[config.mk]
export PLATFORM = sky130hd
export DESIGN_NAME = alarm_responder_flat
export DESIGN_NICKNAME = d
export VERILOG_FILES = /design/src/rtl/alarm_responder_if.sv /design/src/rtl/alarm_responder.sv /design/src/flat_wrapper.sv
export SDC_FILE = /design/constraint.sdc
export NUM_CORES = 1
export LEC_CHECK = 0
export ABC_CLOCK_PERIOD_IN_PS = 3650
export BUFFER_PORTS_ARGS = -buffer_cell sky130_fd_sc_hd__buf_2
export CORE_AREA = 10 10 62 64
export CTS_CLUSTER_SIZE = 28
export DETAILED_ROUTE_END_ITERATION = 8
export DIE_AREA = 0 0 72 74
export PLACE_DENSITY = 0.85
export RECOVER_POWER = 25
export SLEW_MARGIN = 20
export SYNTH_ARGS = -nofsm -noshare
export SYNTH_HDL_FRONTEND = slang
export SYNTH_SLANG_ARGS = --single-unit
[constraint.sdc]
create_clock -name clk -period 3.65 [get_ports clk]
set_input_delay 0.1825 -clock clk [delete_from_list [all_inputs] [get_ports clk]]
set_output_delay 0.1825 -clock clk [all_outputs]
set_load 0.05 [all_outputs]
[src/rtl/alarm_responder_if.sv]
// Signal bundle between the alarm responder and its surroundings: sensor-side
// inputs plus the siren/status outputs.
interface alarm_responder_if;
  logic       alarm_in;
  logic [3:0] sensors_in;
  logic       arm;
  logic       ack;
  logic       clear_count;
  logic       siren;
  logic       alarm_active;
  logic [3:0] zone;
  logic [7:0] event_count;
  logic [2:0] state;

  modport master (
    output alarm_in, sensors_in, arm, ack, clear_count,
    input  siren, alarm_active, zone, event_count, state
  );

  modport slave (
    input  alarm_in, sensors_in, arm, ack, clear_count,
    output siren, alarm_active, zone, event_count, state
  );
endinterface

[src/rtl/alarm_responder.sv]
// Alarm responder: synchronizes and debounces the alarm line, drives a siren
// square wave until acknowledged, and records the zone and alarm count.
module alarm_responder #(
  parameter int DEBOUNCE_CYCLES = 4,
  parameter int SIREN_HALF      = 8
) (
  input logic               clk,
  input logic               rst,
  alarm_responder_if.slave  bus
);

  typedef enum logic [2:0] {
    DISARMED = 3'd0,
    IDLE     = 3'd1,
    DEBOUNCE = 3'd2,
    ALARM    = 3'd3,
    ACKED    = 3'd4
  } state_t;

  localparam logic [3:0] DEB_LAST   = 4'(DEBOUNCE_CYCLES);
  localparam logic [7:0] SIREN_LAST = 8'(SIREN_HALF - 1);

  state_t     state_q, state_d;
  logic [1:0] sync_q;
  logic       alarm_s;
  logic [3:0] deb_cnt_q, deb_cnt_d;
  logic       enter_alarm;
  logic       siren_q;
  logic [7:0] siren_cnt_q;
  logic       alarm_active_q;
  logic [3:0] zone_q;
  logic [7:0] event_count_q;

  assign alarm_s = sync_q[1];

  always_comb begin
    state_d     = state_q;
    deb_cnt_d   = deb_cnt_q;
    enter_alarm = 1'b0;
    case (state_q)
      DISARMED: begin
        if (bus.arm) state_d = IDLE;
      end
      IDLE: begin
        if (!bus.arm) begin
          state_d = DISARMED;
        end else if (alarm_s) begin
          if (DEBOUNCE_CYCLES == 1) begin
            state_d = ALARM;
          end else begin
            state_d   = DEBOUNCE;
            deb_cnt_d = 4'd1;
          end
        end
      end
      DEBOUNCE: begin
        if (!bus.arm) begin
          state_d   = DISARMED;
          deb_cnt_d = 4'd0;
        end else if (!alarm_s) begin
          state_d   = IDLE;
          deb_cnt_d = 4'd0;
        end else if (deb_cnt_q == DEB_LAST) begin
          state_d   = ALARM;
          deb_cnt_d = 4'd0;
        end else begin
          deb_cnt_d = deb_cnt_q + 4'd1;
        end
      end
      ALARM: begin
        if (bus.ack) state_d = ACKED;
      end
      ACKED: begin
        if (!alarm_s) state_d = bus.arm ? IDLE : DISARMED;
      end
      default: state_d = DISARMED;
    endcase
    enter_alarm = (state_d == ALARM) && (state_q != ALARM);
  end

  // Siren phase restarts high on entry to ALARM and is forced low elsewhere.
  always_ff @(posedge clk) begin
    if (rst) begin
      state_q        <= DISARMED;
      sync_q         <= 2'b00;
      deb_cnt_q      <= 4'd0;
      siren_q        <= 1'b0;
      siren_cnt_q    <= 8'd0;
      alarm_active_q <= 1'b0;
      zone_q         <= 4'd0;
      event_count_q  <= 8'd0;
    end else begin
      state_q        <= state_d;
      sync_q         <= {sync_q[0], bus.alarm_in};
      deb_cnt_q      <= deb_cnt_d;
      alarm_active_q <= (state_d == ALARM);
      if (enter_alarm) begin
        siren_q     <= 1'b1;
        siren_cnt_q <= 8'd0;
        zone_q      <= bus.sensors_in;
      end else if (state_d == ALARM) begin
        if (siren_cnt_q == SIREN_LAST) begin
          siren_q     <= ~siren_q;
          siren_cnt_q <= 8'd0;
        end else begin
          siren_cnt_q <= siren_cnt_q + 8'd1;
        end
      end else begin
        siren_q     <= 1'b0;
        siren_cnt_q <= 8'd0;
      end
      if (bus.clear_count) begin
        event_count_q <= 8'd0;
      end else if (enter_alarm && event_count_q != 8'hFF) begin
        event_count_q <= event_count_q + 8'd1;
      end
    end
  end

  assign bus.siren        = siren_q;
  assign bus.alarm_active = alarm_active_q;
  assign bus.zone         = zone_q;
  assign bus.event_count  = event_count_q;
  assign bus.state        = state_q;

endmodule

[src/flat_wrapper.sv]
// flat-port wrapper written by rule: the top's interface ports become plain ports
module alarm_responder_flat 
#(
  parameter int DEBOUNCE_CYCLES = 4,
  parameter int SIREN_HALF      = 8
)
  (clk, rst, bus_alarm_in, bus_sensors_in, bus_arm, bus_ack, bus_clear_count, bus_siren, bus_alarm_active, bus_zone, bus_event_count, bus_state);
  alarm_responder_if bus_i ();
  input logic clk;
  input logic rst;
  input wire logic [$bits(bus_i.alarm_in)-1:0] bus_alarm_in;
  input wire logic [$bits(bus_i.sensors_in)-1:0] bus_sensors_in;
  input wire logic [$bits(bus_i.arm)-1:0] bus_arm;
  input wire logic [$bits(bus_i.ack)-1:0] bus_ack;
  input wire logic [$bits(bus_i.clear_count)-1:0] bus_clear_count;
  output wire logic [$bits(bus_i.siren)-1:0] bus_siren;
  output wire logic [$bits(bus_i.alarm_active)-1:0] bus_alarm_active;
  output wire logic [$bits(bus_i.zone)-1:0] bus_zone;
  output wire logic [$bits(bus_i.event_count)-1:0] bus_event_count;
  output wire logic [$bits(bus_i.state)-1:0] bus_state;
  assign bus_i.alarm_in = bus_alarm_in;
  assign bus_i.sensors_in = bus_sensors_in;
  assign bus_i.arm = bus_arm;
  assign bus_i.ack = bus_ack;
  assign bus_i.clear_count = bus_clear_count;
  assign bus_siren = bus_i.siren;
  assign bus_alarm_active = bus_i.alarm_active;
  assign bus_zone = bus_i.zone;
  assign bus_event_count = bus_i.event_count;
  assign bus_state = bus_i.state;
  alarm_responder #(.DEBOUNCE_CYCLES(DEBOUNCE_CYCLES), .SIREN_HALF(SIREN_HALF)) u_core (.clk(clk), .rst(rst), .bus(bus_i));
endmodule
==> impl_metrics.env <==
export IMPL_rsz0062_at_grt="no"
export IMPL_fin_cells=223
export IMPL_arrival_ns=2.24
export IMPL_end_kind="flop"
export IMPL_cts_tree="yes"
export IMPL_hold_slack_ns=0.0783
export IMPL_ant_nets=0
export IMPL_rows=19
export IMPL_gp_congestion=0.875
export IMPL_core_um2=2660
export IMPL_clk_path_buf_depth=2
export IMPL_grt_overflow_total=0
export IMPL_p_total_uw=559
export IMPL_diodes=0
export IMPL_status="finished clean"
export IMPL_slew_headroom_pct=55.9
export IMPL_worstReg2RegEnd="u_core.bus.zone[0]"
export IMPL_cap_violations=0
export IMPL_drive_above_1_share_pct=15.6
export IMPL_n_fill_cell=242
export IMPL_criticalPathCategory="flop to flop"
export IMPL_via_per_inst=5.50
export IMPL_area_growth_pct=11.4
export IMPL_ys_ff_latch=31
export IMPL_synth_most_common_cell="dfxtp_1"
export IMPL_worst_setup_path_start_kind="flop"
export IMPL_synth_top_area_share_pct=41.8
export IMPL_clock_latency_ns=0.33
export IMPL_grt_max_degree=17
export IMPL_grt_pass1_vias=1275
export IMPL_post_route_period_util_pct=55.9
export IMPL_cellPowerDensity_nw_per_um2=337
export IMPL_dpl_cell_area_um2=1620
export IMPL_grt_pass1_wl_um=5380
export IMPL_tns_ns=0
export IMPL_drt_total_wl_um=3100
export IMPL_hold_viol=0
export IMPL_synth_edf_count=0
export IMPL_post_synth_top_area_cell="dfxtp_1"
export IMPL_hold_depth=2
export IMPL_htree_num_levels=2
export IMPL_drc=0
export IMPL_cts_num_sinks=31
export IMPL_setup_violations=0
export IMPL_clk_pin_slew_ns=0.10
export IMPL_ys_seq_area_share_pct=41.8
export IMPL_timing_reg2reg_setup_slack_ns=1.61
export IMPL_synth_common_cells="31 x dfxtp_1, 27 x nor2_1, 11 x nand3_1, 10 x nand2_1, 7 x xnor2_1"
export IMPL_initial_core_util_pct=55.8
export IMPL_placed_cells=215
export IMPL_netlist_area_um2=1490
export IMPL_die_y_um=74
export IMPL_cts_setup_buffers=0
export IMPL_grtUsageTotal_pct=12.5
export IMPL_wire_per_inst_um=13.9
export IMPL_peakVddDrop_uv=318
export IMPL_leakagePower_uw=0.000616
export IMPL_min_period_ns=2.04
export IMPL_slew_violations=0
export IMPL_async_flop_share_pct=0
export IMPL_antenna_found_initial=0
export IMPL_nets=205
export IMPL_die_x_um=72
export IMPL_yosys_top_cells_area="dfxtp_1 42%, nor2_1 6.8%, xnor2_1 4.1%"
export IMPL_postCtsHoldBufs=0
export IMPL_netlist_instances=164
export IMPL_stdcell_area_um2=1660
export IMPL_worstPathMaxFanout=10
export IMPL_skew_ns=0.0105
export IMPL_dp_hpwl_um=2420
export IMPL_fmax_ghz=0.490
export IMPL_worst_endpoint_required_ns=3.85
export IMPL_numCtsBuffers=5
export IMPL_r2r_start="u_core.bus.state[1]"
export IMPL_min_to="u_core.sync_q[0]"
export IMPL_vias=1227
export IMPL_max_slew_worst_pin_slew_ns=0.662
export IMPL_worstHoldStart="bus_alarm_in"
export IMPL_clock_root_buffer="clkbuf_4"
export IMPL_ys_flop_type="dfxtp_1"
export IMPL_drtPass1Iterations=4
export IMPL_drtIter0Drc=41
export IMPL_die_area_um2=5330
export IMPL_avgSynthCellArea_um2=9.06
export IMPL_portBuffers=26
export IMPL_syn_nets=178
export IMPL_hold_path_class="input pin to flop"
export IMPL_post_cts_resized=0
export IMPL_reg2regPathDepth=5
export IMPL_synth_cell_type_count=46
export IMPL_io_pins=27
export IMPL_yosysWarnings=0
[through the flow]
stage | setup slack [ns] | utilization (%)
global placement | 1.76 | 60.7
detailed placement | 1.66 | 60.7
global route | 1.42 | 62.2
finish | 1.61 | 62.2
CTS | 1.63 | 62.7
floorplan | 1.48 | -
[how the worst max path moves through the flow]
| stage | from | end | cells after the start |
|---|---|---|---|
| 5_1_grt | u_core.bus.state[1] | u_core.bus.zone[0] | 5 |
| 6_report | u_core.bus.state[1] | u_core.bus.zone[0] | 5 |
| 4_1_cts | u_core.bus.state[1] | u_core.bus.zone[0] | 5 |
| 3_5_place_dp | u_core.bus.state[1] | u_core.bus.zone[0] | 5 |
| 2_1_floorplan | u_core.bus.state[1] | u_core.bus.event_count[7] | 6 |
| 3_3_place_gp | u_core.bus.state[1] | u_core.bus.event_count[7] | 5 |
[report_power, final]
group	total [µW]	internal, µW	switching [µW]
clock	189	74.2	115
combinational	26.2	9.68	16.6
sequential	344	340	3.56
[layout make-up]
cell class,instances,area [µm²],area share [%]
clock buffers,6,41.3,2.49
repair buffers,26,116,7.02
flip-flops and latches,31,621,37.5
clock inverters,2,12.5,0.755
well taps,31,38.8,2.34
inverters,6,22.5,1.36
multi-input cells,121,805,48.6
[metal layers]
| layer | track usage, % | share of wire, % |
|---|---|---|
| met5 | 0 | 0 |
| met4 | 6.45 | 1.2 |
| met3 | 5.32 | 5.0 |
| met2 | 21.8 | 51 |
| met1 | 12.5 | 42 |
[cells by family after synthesis]
group | after synthesis | share of synthesized area [%]
and+or+nand+nor | 74 | 25.8
DFF | 31 | 41.8
AOI/OAI and AO/OA | 25 | 13.8
xor gates and xnor gates | 12 | 7.07
buffers and inverters | 12 | 4.12
muxes | 5 | 3.37
adders and majority gates | 5 | 4.12
[worst max-delay path, cell delays in order, from the launching register on]
cell	delay [ns]
dfxtp_1	0.53
nor3b_4	0.35
nand3_2	0.21
a211oi_4	0.50
mux2i_1	0.26
nor2_1	0.06
[placed cells by master, fill, tap and decap left out, types with 3 or more instances in the layout]
cell	Yosys	routed
mux2i_1	5	5
clkbuf_4	0	5
a211oi_1	3	3
nand3_1	11	11
and3_1	3	3
nand2_1	10	10
xor2_1	5	5
nor3_1	3	3
dfxtp_1	31	31
a21oi_1	5	5
nor2b_1	5	5
o21ai_0	3	3
inv_1	6	6
nor2_1	27	27
xnor2_1	7	7
buf_2	1	15
ha_1	4	4
clkbuf_1	3	12
or3_1	3	3
[flip-flops by register name, summed over array words and instances (netlist names)]
name                     flops
u_core.bus.event_count       8
u_core.siren_cnt_q           8
u_core.bus.zone              4
u_core.deb_cnt_q             4
u_core.bus.state             3
u_core.sync_q                2
u_core.bus.alarm_active      1
u_core.bus.siren             1
Power figures use the tool's default switching activity.
